File: src/rtl/motor_start_sequencer_if.sv
// -----------------------------------------------------------------------------
// motor_start_sequencer_if
//
// Groups the control and status signals of the motor start sequencer.
//   master : drives enable, potensio_value, HallA/B/C, fault_in and observes
//            duty, force_en, force_step, state, running, fault_code.
//   slave  : the sequencer itself (mirror image of master).
//
// Parameter DWIDTH sets the width of potensio_value and duty. It must match
// the DWIDTH of the sequencer it is connected to.
// -----------------------------------------------------------------------------
interface motor_start_sequencer_if #(
  parameter int DWIDTH = 10
);
  logic              enable;
  logic [DWIDTH-1:0] potensio_value;
  logic              HallA;
  logic              HallB;
  logic              HallC;
  logic              fault_in;
  logic [DWIDTH-1:0] duty;
  logic              force_en;
  logic [2:0]        force_step;
  logic [2:0]        state;
  logic              running;
  logic [1:0]        fault_code;

  modport master (
    output enable, potensio_value, HallA, HallB, HallC, fault_in,
    input  duty, force_en, force_step, state, running, fault_code
  );

  modport slave (
    input  enable, potensio_value, HallA, HallB, HallC, fault_in,
    output duty, force_en, force_step, state, running, fault_code
  );
endinterface

File: src/rtl/motor_start_sequencer.sv
// -----------------------------------------------------------------------------
// motor_start_sequencer
//
// Start-up sequencer for a hall-sensed BLDC motor: IDLE -> ALIGN (forced step 0
// at a fixed duty) -> RAMP (duty slews up one LSB per step period) -> RUN
// (duty tracks potensio_value one LSB per step period). Any fault parks the
// block in a sticky FAULT state with a cause code.
//
// Ports
//   clk   : system clock (single domain)
//   rst   : asynchronous, active-high reset
//   bus   : motor_start_sequencer_if.slave
//           in : enable, potensio_value, HallA/B/C (asynchronous), fault_in
//           out: duty, force_en, force_step, state, running, fault_code
//
// Parameters
//   DWIDTH, ALIGN_DUTY, ALIGN_CYCLES, STEP_CYCLES, STALL_CYCLES
//
// Configuration
//   STALL_DETECT_EN : when defined, a hall-idle counter faults the block with
//                     code 3 after STALL_CYCLES cycles without a hall change
//                     in RAMP or RUN. When undefined no stall logic is built.
// -----------------------------------------------------------------------------
module motor_start_sequencer #(
  parameter int DWIDTH       = 10,
  parameter int ALIGN_DUTY   = 64,
  parameter int ALIGN_CYCLES = 1000000,
  parameter int STEP_CYCLES  = 5000,
  parameter int STALL_CYCLES = 5000000
) (
  input  logic                   clk,
  input  logic                   rst,
  motor_start_sequencer_if.slave bus
);

  typedef enum logic [2:0] {
    S_IDLE  = 3'd0,
    S_ALIGN = 3'd1,
    S_RAMP  = 3'd2,
    S_RUN   = 3'd3,
    S_FAULT = 3'd4
  } state_t;

  typedef enum logic [1:0] {
    FC_NONE  = 2'd0,
    FC_EXT   = 2'd1,
    FC_HALL  = 2'd2,
    FC_STALL = 2'd3
  } fault_t;

  // One shared phase counter serves both the align timer and the slew timer,
  // so it is sized for the longer of the two.
  localparam int CNT_MAX = (ALIGN_CYCLES > STEP_CYCLES) ? ALIGN_CYCLES : STEP_CYCLES;
  localparam int CNT_W   = $clog2(CNT_MAX + 1);

  // Reject degenerate timing configurations at elaboration.
  if (ALIGN_CYCLES < 1 || STEP_CYCLES < 1 || STALL_CYCLES < 1) begin : g_bad_cfg
    $error("motor_start_sequencer: cycle parameters must be >= 1");
  end

  logic [2:0]        hall_s1;
  logic [2:0]        hall_s2;
  state_t            state_q;
  state_t            next_state;
  fault_t            fault_q;
  fault_t            fault_next;
  logic [DWIDTH-1:0] duty_q;
  logic [DWIDTH-1:0] duty_next;
  logic [CNT_W-1:0]  cnt_q;
  logic [CNT_W-1:0]  cnt_next;
  logic              in_drive;
  logic              hall_bad;
  logic              stall_hit;
  logic              step_tick;
  logic              align_done;

  // ---------------------------------------------------------------------------
  // Hall synchronizer: two flops, all decisions use hall_s2.
  // ---------------------------------------------------------------------------
  // NOTE: sequential state uses non-blocking assignments so every flop samples
  // the pre-edge value of its neighbours; blocking here would collapse the
  // two synchronizer stages into one.
  always_ff @(posedge clk or posedge rst) begin
    if (rst) begin
      hall_s1 <= '0;
      hall_s2 <= '0;
    end else begin
      hall_s1 <= {bus.HallA, bus.HallB, bus.HallC};
      hall_s2 <= hall_s1;
    end
  end

  assign in_drive   = (state_q == S_RAMP) || (state_q == S_RUN);
  assign hall_bad   = in_drive && ((hall_s2 == 3'b000) || (hall_s2 == 3'b111));
  assign step_tick  = (cnt_q == CNT_W'(STEP_CYCLES - 1));
  assign align_done = (cnt_q == CNT_W'(ALIGN_CYCLES - 1));

  // ---------------------------------------------------------------------------
  // Optional stall detector
  // ---------------------------------------------------------------------------
`ifdef STALL_DETECT_EN
  localparam int STALL_W = $clog2(STALL_CYCLES + 1);

  logic [2:0]         hall_q;
  logic [STALL_W-1:0] stall_cnt_q;
  logic               hall_changed;

  assign hall_changed = (hall_s2 != hall_q);
  assign stall_hit    = in_drive && !hall_changed &&
                        (stall_cnt_q == STALL_W'(STALL_CYCLES - 1));

  always_ff @(posedge clk or posedge rst) begin
    if (rst) begin
      hall_q      <= '0;
      stall_cnt_q <= '0;
    end else begin
      hall_q <= hall_s2;
      if ((next_state != state_q) || !in_drive || hall_changed)
        stall_cnt_q <= '0;
      else
        stall_cnt_q <= stall_cnt_q + STALL_W'(1);
    end
  end
`else
  assign stall_hit = 1'b0;
`endif

  // ---------------------------------------------------------------------------
  // FSM: state register
  // ---------------------------------------------------------------------------
  always_ff @(posedge clk or posedge rst) begin
    if (rst) state_q <= S_IDLE;
    else     state_q <= next_state;
  end

  // ---------------------------------------------------------------------------
  // FSM: next-state and fault-cause logic, in priority order
  // ---------------------------------------------------------------------------
  // NOTE: every output of a combinational block gets a default first, so no
  // path leaves it unassigned and no latch is inferred.
  always_comb begin
    next_state = state_q;
    fault_next = fault_q;
    if (bus.fault_in) begin
      next_state = S_FAULT;
      fault_next = FC_EXT;
    end else if (hall_bad) begin
      next_state = S_FAULT;
      fault_next = FC_HALL;
    end else if (stall_hit) begin
      next_state = S_FAULT;
      fault_next = FC_STALL;
    end else if (!bus.enable && ((state_q == S_ALIGN) || in_drive)) begin
      next_state = S_IDLE;
    end else begin
      unique case (state_q)
        S_IDLE:  if (bus.enable) next_state = S_ALIGN;
        S_ALIGN: if (align_done) next_state = S_RAMP;
        S_RAMP: begin
          // Target at or below the current duty: snap to it. Otherwise leave
          // on the step that lands exactly on the target.
          if (bus.potensio_value <= duty_q)
            next_state = S_RUN;
          else if (step_tick && (bus.potensio_value == duty_q + DWIDTH'(1)))
            next_state = S_RUN;
        end
        S_RUN:   ;
        S_FAULT: begin
          if (!bus.enable) begin
            next_state = S_IDLE;
            fault_next = FC_NONE;
          end
        end
        default: next_state = S_IDLE;
      endcase
    end
  end

  // ---------------------------------------------------------------------------
  // Duty and phase-counter datapath
  // ---------------------------------------------------------------------------
  always_comb begin
    duty_next = duty_q;
    if ((next_state == S_IDLE) || (next_state == S_FAULT)) begin
      duty_next = '0;
    end else begin
      case (state_q)
        S_IDLE: duty_next = DWIDTH'(ALIGN_DUTY);
        S_RAMP: begin
          if (bus.potensio_value <= duty_q) duty_next = bus.potensio_value;
          else if (step_tick)               duty_next = duty_q + DWIDTH'(1);
        end
        S_RUN: begin
          // Stepping only toward the target keeps duty inside its range.
          if (step_tick) begin
            if (bus.potensio_value > duty_q)      duty_next = duty_q + DWIDTH'(1);
            else if (bus.potensio_value < duty_q) duty_next = duty_q - DWIDTH'(1);
          end
        end
        default: ;
      endcase
    end
  end

  always_comb begin
    cnt_next = '0;
    if (next_state != state_q)     cnt_next = '0;  // restart on every entry
    else if (in_drive && step_tick) cnt_next = '0;
    else if ((state_q == S_ALIGN) || in_drive) cnt_next = cnt_q + CNT_W'(1);
  end

  // NOTE: every register, counter included, is cleared by the asynchronous
  // reset so that no duty or timing survives an aborted start.
  always_ff @(posedge clk or posedge rst) begin
    if (rst) begin
      duty_q  <= '0;
      cnt_q   <= '0;
      fault_q <= FC_NONE;
    end else begin
      duty_q  <= duty_next;
      cnt_q   <= cnt_next;
      fault_q <= fault_next;
    end
  end

  // ---------------------------------------------------------------------------
  // FSM: outputs
  // ---------------------------------------------------------------------------
  always_comb begin
    bus.force_en   = (state_q == S_ALIGN);
    bus.force_step = 3'd0;
    bus.running    = (state_q == S_RUN);
  end

  assign bus.state      = state_q;
  assign bus.duty       = duty_q;
  assign bus.fault_code = fault_q;

endmodule

File: src/flat_wrapper.sv
// flat-port wrapper written by rule: the top's interface ports become plain ports
module motor_start_sequencer_flat 
#(
  parameter int DWIDTH       = 10,
  parameter int ALIGN_DUTY   = 64,
  parameter int ALIGN_CYCLES = 1000000,
  parameter int STEP_CYCLES  = 5000,
  parameter int STALL_CYCLES = 5000000
)
  (clk, rst, bus_enable, bus_potensio_value, bus_HallA, bus_HallB, bus_HallC, bus_fault_in, bus_duty, bus_force_en, bus_force_step, bus_state, bus_running, bus_fault_code);
  motor_start_sequencer_if #(.DWIDTH(DWIDTH)) bus_i ();
  input  logic clk;
  input  logic rst;
  input wire logic [$bits(bus_i.enable)-1:0] bus_enable;
  input wire logic [$bits(bus_i.potensio_value)-1:0] bus_potensio_value;
  input wire logic [$bits(bus_i.HallA)-1:0] bus_HallA;
  input wire logic [$bits(bus_i.HallB)-1:0] bus_HallB;
  input wire logic [$bits(bus_i.HallC)-1:0] bus_HallC;
  input wire logic [$bits(bus_i.fault_in)-1:0] bus_fault_in;
  output wire logic [$bits(bus_i.duty)-1:0] bus_duty;
  output wire logic [$bits(bus_i.force_en)-1:0] bus_force_en;
  output wire logic [$bits(bus_i.force_step)-1:0] bus_force_step;
  output wire logic [$bits(bus_i.state)-1:0] bus_state;
  output wire logic [$bits(bus_i.running)-1:0] bus_running;
  output wire logic [$bits(bus_i.fault_code)-1:0] bus_fault_code;
  assign bus_i.enable = bus_enable;
  assign bus_i.potensio_value = bus_potensio_value;
  assign bus_i.HallA = bus_HallA;
  assign bus_i.HallB = bus_HallB;
  assign bus_i.HallC = bus_HallC;
  assign bus_i.fault_in = bus_fault_in;
  assign bus_duty = bus_i.duty;
  assign bus_force_en = bus_i.force_en;
  assign bus_force_step = bus_i.force_step;
  assign bus_state = bus_i.state;
  assign bus_running = bus_i.running;
  assign bus_fault_code = bus_i.fault_code;
  motor_start_sequencer #(.DWIDTH(DWIDTH), .ALIGN_DUTY(ALIGN_DUTY), .ALIGN_CYCLES(ALIGN_CYCLES), .STEP_CYCLES(STEP_CYCLES), .STALL_CYCLES(STALL_CYCLES)) u_core (.clk(clk), .rst(rst), .bus(bus_i));
endmodule
File: config.mk
export PLATFORM = sky130hd
export DESIGN_NAME = motor_start_sequencer_flat
export DESIGN_NICKNAME = d
export VERILOG_FILES = /design/src/rtl/motor_start_sequencer_if.sv /design/src/rtl/motor_start_sequencer.sv /design/src/flat_wrapper.sv
export SDC_FILE = /design/constraint.sdc
export NUM_CORES = 1
export LEC_CHECK = 0
export BUFFER_PORTS_ARGS = -buffer_cell sky130_fd_sc_hd__buf_2
export CAP_MARGIN = 25
export CORE_MARGIN = 2
export CORE_UTILIZATION = 23
export CTS_CLUSTER_DIAMETER = 80
export DETAILED_ROUTE_END_ITERATION = 12
export RECOVER_POWER = 25
export SLEW_MARGIN = 20
export SYNTH_ARGS = -nofsm -noshare
export SYNTH_HDL_FRONTEND = slang
export SYNTH_SLANG_ARGS = --single-unit
export TNS_END_PERCENT = 20
File: constraint.sdc
create_clock -name clk -period 5.2 [get_ports clk]
set_input_delay 1.04 -clock clk [delete_from_list [all_inputs] [get_ports clk]]
set_output_delay 1.04 -clock clk [all_outputs]
set_load 0.01 [all_outputs]
==> qor.csv <==
metric;value;unit
tightest_slew;2.23;ns
critPathLaunchType;input pin;
r2r-end;u_core.cnt_q[18];
slew_headroom;-0.484;
synth.area.top_cells;dfrtp_1 34%, a21oi_2 5.5%, ha_1 5.3%, xor2_1 5.2%, xnor2_1 4.6%;
top_layer;met4;
syn_area;0.00305;sq mm
nets;409;
met1_length;3760;um
drt_iter0_drc;229;
final_cell_mix;41 x dfrtp_1, 32 x buf_2, 23 x nor2_1;
p_per_area;200;mW/mm^2
cap_violations;1;
dp_slack;0.820;ns
ant_nets;0;
avgSynthCellArea;8.62;sq um
leakagePower;1.34;nW
start_util;0.233;
fin_crit;3.83;ns
ir_worst_vdd;0.000106;V
synth-simple-area-share;0.227;
rsz0062_at_grt;no;
hp-class;flop to flop;
drt_wl_total;8340;um
rrSetupSlack;1.49;ns
ys.flop_type;dfrtp_1;
core_area;0.0131;sq mm
fin_tns_setup;0;ns
track_usage;0.118;
vias_per_cell;5.07;
ys_seq_area_frac;0.336;
wl_met3;448;um
routed-via-count;2821;
p_sw;0.000174;W
grt-ovfl-total;0;
dr.pass1.iters;5;
cts_inserted_buffers;5;
synth-seq-cells;41;
synth_edf_count;0;
max_freq;261;MHz
switching_share;0.249;
violations;capacitance limit, slew limit;
port-buffer-count;33;
drive_above_1_share;0.182;
slew_violations;42;
synth_xor_area_frac;0.0975;
cp.required;5.32;ns
hold_depth;0;
cts_root_buf;clkbuf_16;
rr_worst_depth;9;
fin_ws;1.37;ns
cts_max_level;2;
grt_max_degree;42;
num_rows;42;
die_w;119;um
p_seq_frac;0.468;
synth_compound_area_frac;0.223;
synth_mux_area_frac;0;
rr_startpoint;u_core.bus.duty[5];
endpoint_kind;flop;
status;finished with violations;
cts_sinks;41;
areaGrowthSynthToFinish;14.5;%
clk_pin_slew;0.06;ns
utilization;0.267;
cp_max_fo;20;
cts_tree;yes;
grt_pass1_vias;2693;
min_period_over_period;0.737;
gp_congestion;0.975;
cts_buffer_depth;2;
die_h;119;um
finalSetupViolCount;0;
drc;0;
hold_viol;0;
synth_top_area_share;0.336;
clk_latency;0.29;ns
cts_hold_buf;0;
nFillCells;1426;
post_cts_resize_count;0;
layout_commonest_cell;dfrtp_1;
antenna-diode-count;0;
intPower;0.000525;W
path_class;input pin to flop;
combPwrFrac;0.098;
io_pins;37;
async_flop_share;1.00;
p_clk_frac;0.433;
postSynthCellCount;354;
synth_top_cell_by_area;dfrtp_1;
postCtsSetupRepairBufs;0;
wl_met2;3930;um
min_to;u_core.hall_s2[0];
cp.arrival;3.95;ns
avgRoutedWirePerCell;15.0;um
synth-adder-area-share;0.0533;
hpwl;6260;um
antenna_found_initial;0;
grt_pass1_wl;13500;um
min_from;u_core.hall_s1[0];
yosysWarnings;0;
synth_top_family_by_area;simple AND/OR/NAND/NOR gates;
die_area;0.0142;sq mm
clock-skew-final;0.00840;ns
ys_types;56;
## sequential cells by signal, summed over array words and instances (netlist names)
signal / cells
u_core.bus.duty: 10
u_core.bus.fault_code: 2
u_core.cnt_q: 20
u_core.hall_s2: 3
u_core.bus.state: 3
u_core.hall_s1: 3
## cells in the mapped netlist (all sizes together), types with 10 or more instances
cell type / number
a211oi: 10
a21oi: 41
buf: 13
dfrtp: 41
ha: 13
inv: 19
nand2: 22
nand4: 15
nor2: 24
nor3: 13
o21ai: 14
xnor2: 16
xor2: 18
## power by group through the flow
| stage | sequential [W] | clock (W) | combinational, W |
|---|---|---|---|
| after global routing | 0.000328 | 0.000331 | 0.0000777 |
| after CTS | 0.000327 | 0.000313 | 0.0000687 |
| after global placement | 0.000333 | 0 | 0.0000671 |
| after detailed placement | 0.000333 | 0 | 0.0000685 |
| final | 0.000327 | 0.000303 | 0.0000688 |
| after floorplan | 0.000333 | 0 | 0.0000448 |
## cells by family after synthesis
family	Yosys count
fa+ha+maj	13
xor+xnor	34
other cells	1
flops	41
compound gates	98
simple gates	128
buf+inv	39
## per-stage QoR
step / hold WS [ns] / std cells / cell area [sq um] / total power [W]
floorplan: 0.331 / 356 / 3060 / 0.000377
global placement: 0.343 / 548 / 3350 / 0.000400
detailed placement: 0.340 / 548 / 3350 / 0.000402
CTS: 0.355 / 556 / 3500 / 0.000709
global route: 0.358 / 556 / 3500 / 0.000736
finish: 0.352 / 556 / 3500 / 0.000699
## layout make-up
| type | instances | area, sq um | share of cell area |
|---|---|---|---|
| Clock buffer | 5 | 125 | 0.0358 |
| Clock inverter | 3 | 21.3 | 0.00608 |
| Inverter | 19 | 71.3 | 0.0204 |
| Multi-Input combinational cell | 276 | 1850 | 0.529 |
| Sequential cell | 41 | 1030 | 0.293 |
| Tap cell | 176 | 220 | 0.0630 |
| Timing Repair Buffer | 36 | 183 | 0.0523 |
## critical path: stages
cell      delay (ns)
buf_2           0.12
ha_1            0.31
nand4_1         0.19
a211oi_1        0.34
a211oi_1        0.17
nor2_2          0.60
a31o_2          0.28
a211o_1         0.79
a21oi_2         0.10
## layer usage
metal,vias up,global-route usage
met4,0,0.0424
met3,13,0.0278
met1,1375,0.147
met5,-,0
li1,1355,-
met2,78,0.198
## how the worst max path moves through the flow
stage                                from          endpoint  slack, ns  cells after the start
finish              bus_potensio_value[5]  u_core.cnt_q[18]       1.37                      9
global route        bus_potensio_value[9]  u_core.cnt_q[13]       1.16                      9
CTS                 bus_potensio_value[5]  u_core.cnt_q[18]       1.11                      9
detailed placement  bus_potensio_value[5]  u_core.cnt_q[18]       0.82                      9
global placement    bus_potensio_value[5]  u_core.cnt_q[12]       0.99                      9
floorplan           bus_potensio_value[7]   u_core.cnt_q[1]       2.06                      9
Power figures use the tool's default switching activity.
